===== src/rtl/comma_sync_pkg.sv =====
// rtl/comma_sync_pkg.sv - shared state type and constants for the comma sync controller
package comma_sync_pkg;

   typedef enum logic [1:0] {
      LOS  = 2'd0,
      SLIP = 2'd1,
      ACQ  = 2'd2,
      SYNC = 2'd3
   } sync_state_t;

   // K28.5 in both running disparities (abcdei fghj order)
   localparam logic [9:0] K28_5_POS = 10'b0011111010;
   localparam logic [9:0] K28_5_NEG = 10'b1100000101;

   // A 10-bit word only has bit positions 0..9
   localparam logic [3:0] MAX_OFFSET = 4'd9;

   function automatic logic offset_legal(input logic [3:0] off);
      return off <= MAX_OFFSET;
   endfunction

endpackage


===== src/rtl/comma_sync_ctrl_err_monitor.sv =====
// rtl/comma_sync_ctrl_err_monitor.sv - error/clean-run/comma-timeout bookkeeping while in sync
module comma_err_monitor #(
   parameter int ERR_MAX   = 4,
   parameter int GOOD_RUN  = 4,
   parameter int COMMA_TMO = 1024
) (
   input  logic       clk,
   input  logic       reset,
   input  logic       i_enable,
   input  logic       i_clear,
   input  logic       i_valid,
   input  logic       i_err_word,
   input  logic       i_aligned,
   output logic       o_drop,
   output logic [2:0] o_err_level
);

   localparam int ERR_W  = $clog2(ERR_MAX) + 1;
   localparam int GOOD_W = $clog2(GOOD_RUN) + 1;
   localparam int TMO_W  = $clog2(COMMA_TMO) + 1;

   logic [ERR_W-1:0]  r_err_cnt,  w_err_next;
   logic [GOOD_W-1:0] r_good_cnt, w_good_next;
   logic [TMO_W-1:0]  r_tmo_cnt,  w_tmo_next;

   logic w_event;
   logic w_err_inc;
   logic w_clean;
   logic w_good_wrap;

   assign w_event     = i_enable & i_valid;
   assign w_err_inc   = w_event & i_err_word;
   assign w_clean     = w_event & ~i_err_word;
   assign w_good_wrap = w_clean && (int'(r_good_cnt) == GOOD_RUN - 1);

   // Next counter values for the current word; an error outranks a coincident aligned comma
   always_comb begin
      w_err_next  = r_err_cnt;
      w_good_next = r_good_cnt;
      w_tmo_next  = r_tmo_cnt;
      if (w_err_inc) begin
         if (r_err_cnt != '1) begin
            w_err_next = r_err_cnt + 1'b1;
         end
         w_good_next = '0;
      end else if (w_clean) begin
         if (w_good_wrap) begin
            w_good_next = '0;
            if (r_err_cnt != '0) begin
               w_err_next = r_err_cnt - 1'b1;
            end
         end else begin
            w_good_next = r_good_cnt + 1'b1;
         end
      end
      if (w_event) begin
         w_tmo_next = i_aligned ? '0 : r_tmo_cnt + 1'b1;
      end
   end

   // Drop is raised in the same cycle as the offending word so the FSM leaves SYNC on that edge
   always_comb begin
      o_drop = w_event &&
               ((int'(w_err_next) >= ERR_MAX) || (int'(w_tmo_next) >= COMMA_TMO));
   end

   // Status view of the error count, saturated to the 3-bit port
   always_comb begin
      o_err_level = (int'(r_err_cnt) > 7) ? 3'd7 : 3'(r_err_cnt);
   end

   // Counters; cleared whenever the link is not in SYNC
   always_ff @(posedge clk) begin
      if (reset || i_clear) begin
         r_err_cnt  <= '0;
         r_good_cnt <= '0;
         r_tmo_cnt  <= '0;
      end else begin
         r_err_cnt  <= w_err_next;
         r_good_cnt <= w_good_next;
         r_tmo_cnt  <= w_tmo_next;
      end
   end

endmodule


===== src/rtl/comma_sync_ctrl.sv =====
// rtl/comma_sync_ctrl.sv - word alignment FSM with paced SERDES bitslip and sync supervision
module comma_sync_ctrl
   import comma_sync_pkg::*;
#(
   parameter int SLIP_SETTLE = 4,
   parameter int LOCK_COMMAS = 3,
   parameter int ERR_MAX     = 4,
   parameter int GOOD_RUN    = 4,
   parameter int COMMA_TMO   = 1024
) (
   input  logic       clk,
   input  logic       reset,
   input  logic       i_word_valid,
   input  logic       i_comma,
   input  logic [3:0] i_offset,
   input  logic       i_code_err,
   output logic       o_bitslip,
   output logic       o_aligning,
   output logic       o_sync_ok,
   output logic [2:0] o_err_level
);

   localparam int CNT_W = $clog2(LOCK_COMMAS) + 1;
   localparam int SET_W = $clog2(SLIP_SETTLE) + 1;

   sync_state_t      r_state, w_next_state;
   logic [CNT_W-1:0] r_comma_cnt, w_next_comma_cnt;
   logic [3:0]       r_slip_rem, w_next_slip_rem;
   logic [SET_W-1:0] r_settle, w_next_settle;
   logic             r_bitslip, w_next_bitslip;
   logic             r_aligning;
   logic             r_sync_ok;

   logic w_comma_ok;
   logic w_aligned;
   logic w_misaligned;
   logic w_err_word;
   logic w_drop;

   // An out-of-range offset is aligner garbage and counts as "no comma"
   assign w_comma_ok   = i_word_valid & i_comma & offset_legal(i_offset);
   assign w_aligned    = w_comma_ok & (i_offset == 4'd0);
   assign w_misaligned = w_comma_ok & (i_offset != 4'd0);
   assign w_err_word   = i_code_err | w_misaligned;

   comma_err_monitor #(
      .ERR_MAX   (ERR_MAX),
      .GOOD_RUN  (GOOD_RUN),
      .COMMA_TMO (COMMA_TMO)
   ) u_err_monitor (
      .clk         (clk),
      .reset       (reset),
      .i_enable    (r_state == SYNC),
      .i_clear     (r_state != SYNC),
      .i_valid     (i_word_valid),
      .i_err_word  (w_err_word),
      .i_aligned   (w_aligned),
      .o_drop      (w_drop),
      .o_err_level (o_err_level)
   );

   // Next-state, comma counting and slip pacing; each slip is one pulse plus SLIP_SETTLE idle cycles
   always_comb begin
      w_next_state     = r_state;
      w_next_comma_cnt = r_comma_cnt;
      w_next_slip_rem  = r_slip_rem;
      w_next_settle    = r_settle;
      w_next_bitslip   = 1'b0;
      case (r_state)
         LOS: begin
            // code_err is meaningless before alignment, so only comma position matters here
            if (w_aligned) begin
               w_next_comma_cnt = CNT_W'(1);
               w_next_state     = (LOCK_COMMAS <= 1) ? SYNC : ACQ;
            end else if (w_misaligned) begin
               w_next_state    = SLIP;
               w_next_slip_rem = i_offset - 4'd1;
               w_next_settle   = SET_W'(SLIP_SETTLE);
               w_next_bitslip  = 1'b1;
            end
         end
         SLIP: begin
            if (r_settle != '0) begin
               w_next_settle = r_settle - 1'b1;
            end else if (r_slip_rem != '0) begin
               w_next_slip_rem = r_slip_rem - 4'd1;
               w_next_settle   = SET_W'(SLIP_SETTLE);
               w_next_bitslip  = 1'b1;
            end else begin
               // Go back and re-check the comma position rather than assume the slips landed
               w_next_state = LOS;
            end
         end
         ACQ: begin
            if (i_word_valid) begin
               if (i_code_err || w_misaligned) begin
                  w_next_state     = LOS;
                  w_next_comma_cnt = '0;
               end else if (w_aligned) begin
                  if (int'(r_comma_cnt) + 1 >= LOCK_COMMAS) begin
                     w_next_state     = SYNC;
                     w_next_comma_cnt = '0;
                  end else begin
                     w_next_comma_cnt = r_comma_cnt + 1'b1;
                  end
               end
            end
         end
         SYNC: begin
            if (w_drop) begin
               w_next_state = LOS;
            end
         end
         default: begin
            w_next_state = LOS;
         end
      endcase
   end

   // State and registered outputs
   always_ff @(posedge clk) begin
      if (reset) begin
         r_state     <= LOS;
         r_comma_cnt <= '0;
         r_slip_rem  <= '0;
         r_settle    <= '0;
         r_bitslip   <= 1'b0;
         r_aligning  <= 1'b0;
         r_sync_ok   <= 1'b0;
      end else begin
         r_state     <= w_next_state;
         r_comma_cnt <= w_next_comma_cnt;
         r_slip_rem  <= w_next_slip_rem;
         r_settle    <= w_next_settle;
         r_bitslip   <= w_next_bitslip;
         r_aligning  <= (w_next_state == SLIP);
         r_sync_ok   <= (w_next_state == SYNC);
      end
   end

   assign o_bitslip  = r_bitslip;
   assign o_aligning = r_aligning;
   assign o_sync_ok  = r_sync_ok;

endmodule

===== config.mk =====
export PLATFORM = sky130hd
export DESIGN_NAME = comma_sync_ctrl
export DESIGN_NICKNAME = d
export VERILOG_FILES = /design/src/rtl/comma_sync_pkg.sv /design/src/rtl/comma_sync_ctrl_err_monitor.sv /design/src/rtl/comma_sync_ctrl.sv
export SDC_FILE = /design/constraint.sdc
export NUM_CORES = 1
export LEC_CHECK = 0
export CAP_MARGIN = 20
export CELL_PAD_IN_SITES_DETAIL_PLACEMENT = 0
export CELL_PAD_IN_SITES_GLOBAL_PLACEMENT = 1
export CORE_UTILIZATION = 46
export DETAILED_ROUTE_END_ITERATION = 12
export GPL_TIMING_DRIVEN = 0
export PLACE_DENSITY = 0.89
export SYNTH_ARGS = -nofsm -noshare
export SYNTH_HDL_FRONTEND = slang
export SYNTH_SLANG_ARGS = --single-unit

===== constraint.sdc =====
create_clock -name clk -period 6.1 [get_ports clk]
set_clock_uncertainty 0.1 [all_clocks]
set_input_delay 1.525 -clock clk [delete_from_list [all_inputs] [get_ports clk]]
set_output_delay 1.525 -clock clk [all_outputs]
set_load 0.005 [all_outputs]

; Word level (Yosys, flattened, before mapping)
; Cells that the tools add are included.
[word_totals]
in_bits = 9
out_inout_bits = 6
register_bits = 32
[classes]
muxes = 39
add_sub_neg = 9
magnitude_cmp = 4
n_reduce_logical = 17
eq_ne = 16
bitwise_logic = 9
[ops]
columns = operator, n
row1 = two-way mux 3 bit, 15
row2 = two-way mux 11 bit, 2
row3 = two-way mux 2 bit, 9
row4 = two-way mux 4 bit, 4
row5 = "!= test 2 bit, second input constant", 6
row6 = one-hot mux 3 bit (2 select lines), 2
row7 = "adder 11 x 1 -> 11 bit, second input constant", 1
row8 = ">= comparator 11 bit, second input constant", 1
row9 = "adder 3 x 1 -> 3 bit, second input constant", 3
row10 = one-hot mux 2 bit (4 select lines), 1
row11 = one-hot mux 4 bit (2 select lines), 1
row12 = AND reduction 4 bit, 2
row13 = nonzero test 4 bit, 2
row14 = "subtractor 4 x 1 -> 4 bit, second input constant", 2
row15 = AND 1 bit, 7
row16 = "equality test 2 bit, second input constant", 3
row17 = "!= test 3 bit, second input constant", 2
row18 = nonzero test 3 bit, 2
row19 = "subtractor 3 x 1 -> 3 bit, second input constant", 2
row20 = AND reduction 5 bit, 1
row21 = "adder 3 x 1 -> 4 bit, second input constant", 1
row22 = "equality test 2 x 1 -> 1 bit, second input constant", 2
row23 = ">= comparator 4 x 2 -> 1 bit, second input constant", 1
row24 = "less-or-equal comparator 4 bit, second input constant", 1
row25 = other kinds (14), 21

; Logic depth before layout (Yosys ltp)
; Gate-level depths: netlist (run 1).
[depth]
depth_word = 16
mapped_depth = 8
mapped_depth_nobuf = 7

; Cells and area by module
; A second synthesis (run 1) with hierarchy kept.
[unflattened]
cells_unflattened = 219
area_unflattened_um2 = 1904.3
[modules_own_cells]
columns = module, area_each_um2, cells_each, seq_area_each_um2, instances
row1 = comma_sync_ctrl, 998.5, 114, 300.3, 1
row2 = comma_err_monitor, 905.9, 105, 340.3, 1

; Least setup slack after synthesis (run 1)
; OpenSTA, ideal clock, no wires.
[synth_timing]
path_type = input to register
from = input i_word_valid
to = register r_slip_rem[2]
path_buffers = 1
setup_slack_ns = 3.057
arrival_ns = 2.827
setup_time_ns = 0.115
cell_stages = 6
required_time_ns = 5.885
cell_sequence = buf_4 > nand2_2 > or4_1 > a21oi_4 > o211ai_1 > a31o_1
[synth_via]
elab_chain_len = 5
word_cells_on_any_way = 7
cone_classes = 2 x eq/ne / 4 x bitwise / 1 x reduce/logical
[synth_lines]
columns = item, line
row1 = from (decl), comma_sync_ctrl.sv:13  ; input logic i_word_valid,
row2 = AND 1 bit * (2 in series), comma_sync_ctrl.sv:41  ; assign w_comma_ok = i_word_valid & i_comma & offset_legal(i_offset);
row3 = AND 1 bit (on tied branches), "comma_sync_ctrl.sv:42, comma_sync_ctrl.sv:43"
row4 = != test 2 bit (no source line), n/a
row5 = AND reduction 5 bit (no source line) *, n/a
row6 = to (signal assigned), comma_sync_ctrl.sv:133  ; r_slip_rem <= w_next_slip_rem;
row7 = to (decl), comma_sync_ctrl.sv:28  ; logic [3:0] r_slip_rem, w_next_slip_rem;
; Every way passes the cells marked *; elsewhere a longest branch is shown, timed or not.
; A chain may end at the register's enable or synchronous reset.

; Worst setup path in the final report (run 1)
[layout_timing]
from = input i_offset[2]
to = register r_sync_ok (netlist: o_sync_ok)
[layout_via]
elab_chain_len = 16
word_cells_on_any_way = 29
cone_classes = 3 x order compare / 1 x eq/ne / 12 x mux / 7 x bitwise / 6 x reduce/logical
[layout_lines]
columns = item, line
row1 = from (decl), comma_sync_ctrl.sv:15  ; input logic [3:0] i_offset,
row2 = less-or-equal comparator 4 bit, comma_sync_pkg.sv:19  ; return off <= MAX_OFFSET;
row3 = AND 1 bit, comma_sync_ctrl.sv:41
row4 = AND 1 bit, comma_sync_ctrl.sv:43  ; assign w_misaligned = w_comma_ok & (i_offset != 4'd0);
row5 = OR 1 bit, comma_sync_ctrl.sv:44  ; assign w_err_word = i_code_err | w_misaligned;
row6 = inverter 1 bit, comma_sync_ctrl_err_monitor.sv:33  ; assign w_clean = w_event & ~i_err_word;
row7 = AND 1 bit, comma_sync_ctrl_err_monitor.sv:33
row8 = logical AND 1 bit, comma_sync_ctrl_err_monitor.sv:34  ; assign w_good_wrap = w_clean && (int'(r_good_cnt) == GOOD_RUN - 1);
row9 = two-way mux 3 bit, comma_sync_ctrl_err_monitor.sv:47  ; if (w_good_wrap) begin
row10 = two-way mux 3 bit, comma_sync_ctrl_err_monitor.sv:46  ; end else if (w_clean) begin
row11 = two-way mux 3 bit, comma_sync_ctrl_err_monitor.sv:41  ; if (w_err_inc) begin
row12 = >= comparator 3 bit, comma_sync_ctrl_err_monitor.sv:64  ; ((int'(w_err_next) >= ERR_MAX) || (int'(w_tmo_next) >= COMMA_TMO));
row13 = logical OR 1 bit, comma_sync_ctrl_err_monitor.sv:64
row14 = logical AND 1 bit, comma_sync_ctrl_err_monitor.sv:63  ; o_drop = w_event &&
row15 = two-way mux 2 bit, comma_sync_ctrl.sv:110  ; if (w_drop) begin
row16 = one-hot mux 2 bit (4 select lines) *, comma_sync_ctrl.sv:69  ; case (r_state)
row17 = equality test 2 bit *, comma_sync_ctrl.sv:137  ; r_sync_ok <= (w_next_state == SYNC);
row18 = to (signal assigned), comma_sync_ctrl.sv:137
row19 = to (decl), comma_sync_ctrl.sv:32  ; logic r_sync_ok;
; Marks and branches as above.

==> flow_summary.ini, run 1 <==
[die]
ioPinCount = 15
rows = 22
initial_core_util_pct = 48.5
die_y_um = 64.6
design.die.area_um2 = 4170
die_w_um = 64.6
core_area_um2 = 3720

[cells_and_area]
nets = 256
syn_to_final_growth_pct = 16.7
finish.utilization_pct = 56.6
antenna_cells = 0
drive_gt1_share_pct = 7.95
fin_area_um2 = 2100

[global_routing]
grt_pass1_wl_um = 6850
grt_max_degree = 12
grt_overflow = 0
grt_pass1_vias = 1451
grtUsageTotal_pct = 21.3
grt_antenna_before_repair = 0

[clock_network]
clkSinkCount = 32
cts_root_buf = clkbuf_8
cts_tree = done
post_cts_buffers = 0
numCtsBuffers = 5
cts_hold_buf = 0
clk_pin_slew_worst_paths_ns = 0.07
cts_resized = 0
clock_path_buffers = 2
worstSkewPairLatency_ns = 0.29
cts_htree_levels = 2

[setup_path]
r2r-end = u_err_monitor.r_tmo_cnt[5]
r2r_cells = 5
rrSetupSlack_ns = 3.90
crit_start = i_offset[2]
required_ns = 6.15
critPathMaxFanout = 10
critPathCaptureType = register
arrival_ns = 3.56
r2r-start = r_state[0]
critPathKind = in -> reg
cp-start-kind = primary input
cp-endpoint = o_sync_ok

[sta]
period_share_pct = 57.5
maxSlewViolCount = 0
tightest_slew_ns = 0.727
clock.fmax_mhz = 285
tns_ns = 0
period_needed_ns = 3.51
whs_ns = 0.355
rsz0062_at_grt = false
final_hold_viol_count = 0
max-slew-margin-rel_pct = 51.2
setup_violations = 0

[routing]
avgRoutedWirePerCell_um = 13.3
first_iter_violations = 59
drc = 0
ant_nets = 0
vias_per_cell = 5.63
vias = 1617
drt_wl_total_um = 3810
drtPass1Iterations = 4

[placed_design]
hpwl_um = 2740
place_area_um2 = 1990
port_buffers = 13
gp_congestion = 0.847

[yosys]
synth_cells = 218
synth-seq-area-share_pct = 35.5
ys_ff_latch = 32
yosys-top-cells-area = dfxtp_1 (36%), ha_1 (6.2%), nor2_1 (4.4%)
yosys.area.top_type = dfxtp_1
yosys.area.top_type_share_pct = 35.5
syn_area_um2 = 1800
ys_warn_count = 0
avgSynthCellArea_um2 = 8.27
synthFlopType = dfxtp_1
synth_edf_count = 0
synth_nets = 236
async_flop_share_pct = 0
ys_types = 51

[power]
power.total_uw = 478
cellLeakagePower_nw = 0.773
power_density_nw_per_um2 = 227
vdd_drop_max_uv = 154

[flow_run]
max_cap_violations = 0

[min_path]
hp-class = reg -> reg

[run_status]
status = completed
## flip-flops by register name, summed over array words and instances (netlist names), named ones only
| register | flops |
|---|---|
| o_aligning | 1 |
| o_bitslip | 1 |
| r_comma_cnt | 3 |
| r_slip_rem | 4 |
| r_state | 2 |
| u_err_monitor.r_good_cnt | 3 |
| u_err_monitor.r_tmo_cnt | 11 |
| u_err_monitor.o_err_level | 2 |
| o_sync_ok | 1 |
| r_settle | 3 |
## how the worst min path moves through the flow
stage / start / endpoint / slack, ns / cells after the start
5_1_grt: r_comma_cnt[2] / r_comma_cnt[2] / 0.38 / 1
3_5_place_dp: r_comma_cnt[2] / r_comma_cnt[2] / 0.35 / 1
6_report: r_comma_cnt[2] / r_comma_cnt[2] / 0.35 / 1
4_1_cts: r_comma_cnt[2] / r_comma_cnt[2] / 0.36 / 1
2_1_floorplan: r_slip_rem[3] / r_slip_rem[3] / 0.34 / 2
3_3_place_gp: r_comma_cnt[2] / r_comma_cnt[2] / 0.35 / 1
## routing by layer
layer / part of all wire, % / track usage, %
met1: 50 / 29.6
met2: 43 / 31.3
met3: 4.9 / 5.28
met4: 1.9 / 8.33
met5: 0 / 0
## power by group
part           switching (mW)  internal (mW)
sequential            0.00385          0.214
combinational          0.0314         0.0227
clock                  0.0851          0.121
total                   0.120          0.357
## Yosys cell counts (5+ instances only)
cell      instances
o21ai_0           9
nand3_1           9
nor2_1           21
ha_1              9
inv_1            11
nand2_1          16
dfxtp_1          32
a21oi_1          15
nand2b_1          6
clkbuf_1          5
nand4_1           6
nor3_1            8
## per-stage QoR
step	setup slack, ns	instances
detailed placement	2.31	279
CTS	2.61	287
finish	2.59	287
floorplan	3.06	218
global placement	2.27	279
global route	2.43	287
## placed cells by master (no fill, tap or decap), drive strengths merged, types with 3 or more instances in the layout
cell type	count
nor4	4
clkdlybuf4s50	13
nand2	17
a211oi	3
ha	9
nand2b	6
dfxtp	32
or3	3
xor2	4
and3	3
inv	11
a31oi	4
mux2i	4
o21ai	13
clkbuf	10
nor3	8
nor2	21
buf	3
nand4	6
and2	3
xnor2	4
o211a	3
nand3	9
a21oi	16
## worst max-delay path: stages
cell and delay [ns]:
clkdlybuf4s50_1 0.55, o21a_1 0.27, o31ai_2 0.38, buf_2 0.32, nand2_1 0.10, o21ai_0 0.27
o32ai_2 0.14
## cell families after synthesis
kind of cell	count (synthesis)	synth area share, %
xor+xnor	8	3.89
compound gates	55	20.7
flops	32	35.5
buf+inv	19	4.23
simple gates	90	26.6
fa+ha+maj	9	6.25
mux	5	2.85
## cell type report
| type | instances | area [µm²] |
|---|---|---|
| repair buffers | 13 | 130 |
| clock buffers | 5 | 68.8 |
| fillers | 384 | 1610 |
| clock inverters | 3 | 42.5 |
| well taps | 48 | 60.1 |
| plain buffers | 8 | 35.0 |
| inverters | 11 | 41.3 |
| multi-input cells | 167 | 1090 |
| flip-flops and latches | 32 | 641 |
Power figures use the tool's default switching activity.
==> inputs of run 2 (changes only) <==
- CORE_UTILIZATION: 46 -> 39
- PLACE_DENSITY: 0.89 -> 0.81
- clock period: 6.1 -> 3.2 ns (I/O delays scaled with it)
==> flow_summary.ini, run 2 (synthesis results as in run 1) <==
[run_status]
status = completed

[cells_and_area]
final-seq-area_um2 = 641
syn_to_final_growth_pct = 17.0
drive_gt1_share_pct = 7.95
largest_register_ffs = 11
nets = 256
mostFrequentLayoutCell = dfxtp_1
fillCellCount = 429
top_register = u_err_monitor.r_tmo_cnt
multi_input_area_um2 = 1090
antenna_cells = 0
final_cell_mix = dfxtp_1 (32), nor2_1 (21), nand2_1 (16)
reg.largest.list = u_err_monitor.r_tmo_cnt x11, r_slip_rem x4

[routing]
vias = 1589
avgRoutedWirePerCell_um = 13.0
vias_per_cell = 5.46
first_iter_violations = 91
ant_nets = 0
drtPass1Iterations = 4
drt_wl_total_um = 3790
drc = 0

[die]
ioPinCount = 15
initial_core_util_pct = 41.1
design.die.area_um2 = 4900
die_y_um = 70.0
core_area_um2 = 4380
die_w_um = 70.0
rows = 24

[setup_path]
cp-start-kind = primary input
path_buf_inv = 2
cpPeakStageDelay_ns = 0.53
rrSetupSlack_ns = 1.04
path_cells = clkdlybuf4s50_1 -> o21a_1 -> o31ai_2 -> buf_2 -> nand2_1 -> o21ai_0 -> o32ai_2
cpMaxStageDelayCell = clkdlybuf4s50_1
critPathMaxFanout = 10
arrival_ns = 2.80
required_ns = 3.25
critPathKind = in -> reg
crit_family = compound AO/OA/AOI/OAI gates
critPathCaptureType = register

[sta]
period_share_pct = 85.9
clock.fmax_mhz = 364
setup_violations = 0
max-slew-margin-rel_pct = 51.8
period_needed_ns = 2.75
rsz0062_at_grt = false
tns_ns = 0
final_hold_viol_count = 0
maxSlewViolCount = 0
tightest_slew_ns = 0.719

[clock_network]
cts_resized = 0
cts_root_buf = clkbuf_8
clk_pin_slew_worst_paths_ns = 0.07
cts_htree_levels = 2
cts_hold_buf = 0
numCtsBuffers = 5
clock_path_buffers = 2
cts_tree = done
worstSkewPairLatency_ns = 0.29
clkSinkCount = 32
post_cts_buffers = 0

[power]
power_density_nw_per_um2 = 431
pwr-share-seq_pct = 45.6
combPwrFrac_pct = 11.3
vdd_drop_max_uv = 254
internal_power_uw = 681
p_sw_share_pct = 25.0
switchingPower_uw = 227
p_clk_share_pct = 43.0
power.total_uw = 909
cellLeakagePower_nw = 0.773

[global_routing]
grt_pass1_wl_um = 6750
grt_antenna_before_repair = 0
grt_overflow = 0
grt_max_degree = 12
grt_pass1_vias = 1466
grtUsageTotal_pct = 16.9

[placed_design]
port_buffers = 13
hpwl_um = 2830
gp_congestion = 0.882

[flow_run]
max_cap_violations = 0

[min_path]
hp-class = reg -> reg
## run 2: cell counts in the layout (fill, tap and decap cells not counted)
No cell type changed its count.
## run 2: layout make-up
| class | count | share of cell area [%] |
|---|---|---|
| multi-input cells | 167 | 51.5 |
| flip-flops and latches | 32 | 30.4 |
| repair buffers | 13 | 6.17 |
| clock buffers | 5 | 3.26 |
| well taps | 52 | 3.08 |
| clock inverters | 3 | 2.02 |
| inverters | 11 | 1.96 |
| plain buffers | 8 | 1.66 |
## run 2: through the flow
step | util (%) | hold slack (ns) | area, µm² | setup slack (ns) | instances
floorplan | - | 0.335 | 1800 | 0.882 | 218
global placement | 45.6 | 0.352 | 2000 | 0.126 | 283
detailed placement | 45.6 | 0.356 | 2000 | 0.152 | 283
CTS | 48.1 | 0.374 | 2110 | 0.453 | 291
global route | 48.1 | 0.390 | 2110 | 0.327 | 291
finish | 48.1 | 0.368 | 2110 | 0.452 | 291
## run 2: layer usage
layer / wire [µm] / up-vias / track usage, %
li1: - / 836 / -
met1: 2010 / 722 / 23.4
met2: 1570 / 24 / 25.5
met3: 156 / 7 / 4.62
met4: 55 / 0 / 5.33
met5: 0 / - / 0
## run 2: final timing paths
| path | start | end | depth (start not counted) |
|---|---|---|---|
| setup / recovery | i_offset[2] | o_sync_ok | 7 |
| hold / removal | r_comma_cnt[2] | r_comma_cnt[2] | 1 |
| setup reg to reg | r_state[1] | u_err_monitor.r_tmo_cnt[5] | 5 |
| hold reg to reg | r_comma_cnt[2] | r_comma_cnt[2] | 1 |
## run 2: power by group through the flow
stage / combinational [mW] / clock [mW] / sequential (mW)
after CTS: 0.102 / 0.400 / 0.415
after global placement: 0.102 / 0 / 0.424
after detailed placement: 0.102 / 0 / 0.424
after floorplan: 0.0688 / 0 / 0.422
after global routing: 0.115 / 0.413 / 0.416
final: 0.103 / 0.391 / 0.415
==> inputs of run 3 (changes only) <==
- ABC_AREA: default -> 1
- CAP_MARGIN: 20 -> 5
- CORE_UTILIZATION: 39 -> 35
- PLACE_DENSITY: 0.81 -> 0.77
==> flow_summary.ini, run 3 <==
[yosys]
yosys-top-cells-area = dfxtp_1 (36%), nand2_1 (10%), inv_1 (8.3%)
yosys.area.top_type_share_pct = 36.3
synth_cells = 253
synth-seq-area-share_pct = 36.3
synth_nets = 271
synth_common_cells = nand2_1 (47), inv_1 (39), dfxtp_1 (32), nor2_1 (28), a21oi_1 (25)
ys_warn_count = 0
yosys.area.top_type = dfxtp_1
syn_area_um2 = 1770
async_flop_share_pct = 0
avgSynthCellArea_um2 = 6.98
ys_ff_latch = 32
yosysMostFrequentCell = nand2_1
synthFlopType = dfxtp_1
ys_types = 32
synth_edf_count = 0

[global_routing]
grt_pass1_vias = 1440
grtUsageTotal_pct = 15.5
grt_pass1_wl_um = 6300
grt_antenna_before_repair = 0
grt_max_degree = 11
grt_overflow = 0

[cells_and_area]
finish.utilization_pct = 43.2
top_register = u_err_monitor.r_tmo_cnt
nets = 291
antenna_cells = 0
mostFrequentLayoutCell = nand2_1
fillCellCount = 523
reg.largest.list = u_err_monitor.r_tmo_cnt x11, r_slip_rem x4
syn_to_final_growth_pct = 17.2
final_cell_mix = nand2_1 (47), inv_1 (39), dfxtp_1 (32)
largest_register_ffs = 11
drive_gt1_share_pct = 8.76

[sta]
tightest_slew_ns = 0.460
setup_violations = 0
final_hold_viol_count = 0
clock.fmax_mhz = 407
whs_ns = 0.356
max-slew-margin-rel_pct = 69.3
period_needed_ns = 2.46
tns_ns = 0
rsz0062_at_grt = false
period_share_pct = 76.8
maxSlewViolCount = 0

[setup_path]
crit_start = i_word_valid
critPathMaxFanout = 7
cpMaxStageDelayCell = clkdlybuf4s50_1
critPathCaptureType = register
path_cells = clkdlybuf4s50_1 -> nand2_1 -> inv_2 -> nand3_4 -> nand2_4 -> nand2_2 -> clkinv_1 -> o21ai_2 -> nand3_1 -> nand2_1 -> nand2_2 -> a21oi_1
cpPeakStageDelay_ns = 0.67
rrSetupSlack_ns = 1.36
r2r-start = r_state[0]
r2r-end = r_slip_rem[2]
critPathKind = in -> reg
required_ns = 3.25
arrival_ns = 2.50
cp.depth = 12
path_buf_inv = 3
r2r_cells = 9
crit_family = buffers and inverters
cp-start-kind = primary input

[routing]
first_iter_violations = 96
drtPass1Iterations = 4
drt_wl_total_um = 3510
ant_nets = 0
drc = 0
vias_per_cell = 4.67
vias = 1593
avgRoutedWirePerCell_um = 10.3

[clock_network]
worstSkewPairLatency_ns = 0.28
numCtsBuffers = 5
clkSinkCount = 32
clk_pin_slew_worst_paths_ns = 0.06
cts_htree_levels = 2
cts_tree = done
clock_path_buffers = 2
post_cts_buffers = 0
cts_root_buf = clkbuf_8
cts_resized = 0
cts_hold_buf = 0

[die]
die_w_um = 73.0
design.die.area_um2 = 5330
initial_core_util_pct = 36.9
core_area_um2 = 4790
rows = 25
die_y_um = 73.0
ioPinCount = 15

[power]
combPwrFrac_pct = 10.6
p_sw_share_pct = 24.5
internal_power_uw = 619
vdd_drop_max_uv = 178
switchingPower_uw = 201
power_density_nw_per_um2 = 396
pwr-share-seq_pct = 50.5
p_clk_share_pct = 38.8
cellLeakagePower_nw = 0.822

[placed_design]
hpwl_um = 2710
port_buffers = 13
gp_congestion = 0.750

[min_path]
hp-class = reg -> reg
whs_endpoint = u_err_monitor.r_good_cnt[2]
min_from = u_err_monitor.r_good_cnt[2]
holdPathStages = 2

[flow_run]
max_cap_violations = 0

[run_status]
status = completed
run 3: changes by cell type after synthesis, sizes merged, moves of 5 or more:
cell and delta:
nand3 +5, nand2b -6, o21ai +5, inv +31, nand2 +34, nor2 +9
a21oi +9
run 3: how the worst max path moves through the flow:
stage	endpoint	slack, ns
6_report	r_state[1]	0.74
2_1_floorplan	o_sync_ok	1.22
5_1_grt	u_err_monitor.r_tmo_cnt[4]	0.54
3_3_place_gp	o_sync_ok	0.42
3_5_place_dp	o_sync_ok	0.42
4_1_cts	o_sync_ok	0.73
run 3: tightest hold or removal path, delay by kind of cell (launching register included):
| family | cells | cell delay [ns] |
|---|---|---|
| AOI/OAI and AO/OA | 1 | 0.07 |
| DFF | 1 | 0.31 |
| and+or+nand+nor | 1 | 0.04 |
run 3: cell type report:
type / instances / area (µm²) / area share, %
plain buffers: 2 / 8.76 / 0.423
clock buffers: 8 / 90.1 / 4.35
inverters: 44 / 170 / 8.22
multi-input cells: 175 / 946 / 45.7
flip-flops and latches: 32 / 641 / 31.0
well taps: 67 / 83.8 / 4.05
repair buffers: 13 / 130 / 6.29
run 3: logic make-up after synthesis:
kind of cell | Yosys count | synth area share (%)
xor gates and xnor gates | 1 | 0.496
AOI/OAI and AO/OA | 51 | 15.7
adders and majority gates | 9 | 6.38
and+or+nand+nor | 114 | 31.0
buffers and inverters | 46 | 10.1
DFF | 32 | 36.3
run 3: through the flow:
step / power, mW / setup WS [ns] / area, µm² / instances
after floorplan: 0.482 / 1.22 / 1770 / 253
after global placement: 0.511 / 0.419 / 1980 / 333
after detailed placement: 0.511 / 0.422 / 1980 / 333
after CTS: 0.836 / 0.728 / 2070 / 341
after global routing: 0.866 / 0.538 / 2070 / 341
final: 0.820 / 0.742 / 2070 / 341
run 3: layer usage:
layer  wire, µm  up-vias  share of wire [%]  GRT usage [%]
li1           -      880                  -              -
met1       1840      682                 52           20.1
met2       1470       26                 42           23.6
met3        135        5                3.8           4.56
met4         63        0                1.8           7.41
met5          0        -                  0              0
run 3: power groups by stage:
stage               clock network (mW)  logic, mW  registers, mW
CTS                              0.334     0.0880          0.414
global placement                     0     0.0872          0.423
floorplan                            0     0.0590          0.423
finish                           0.319     0.0870          0.414
detailed placement                   0     0.0875          0.423
global route                     0.349      0.102          0.415
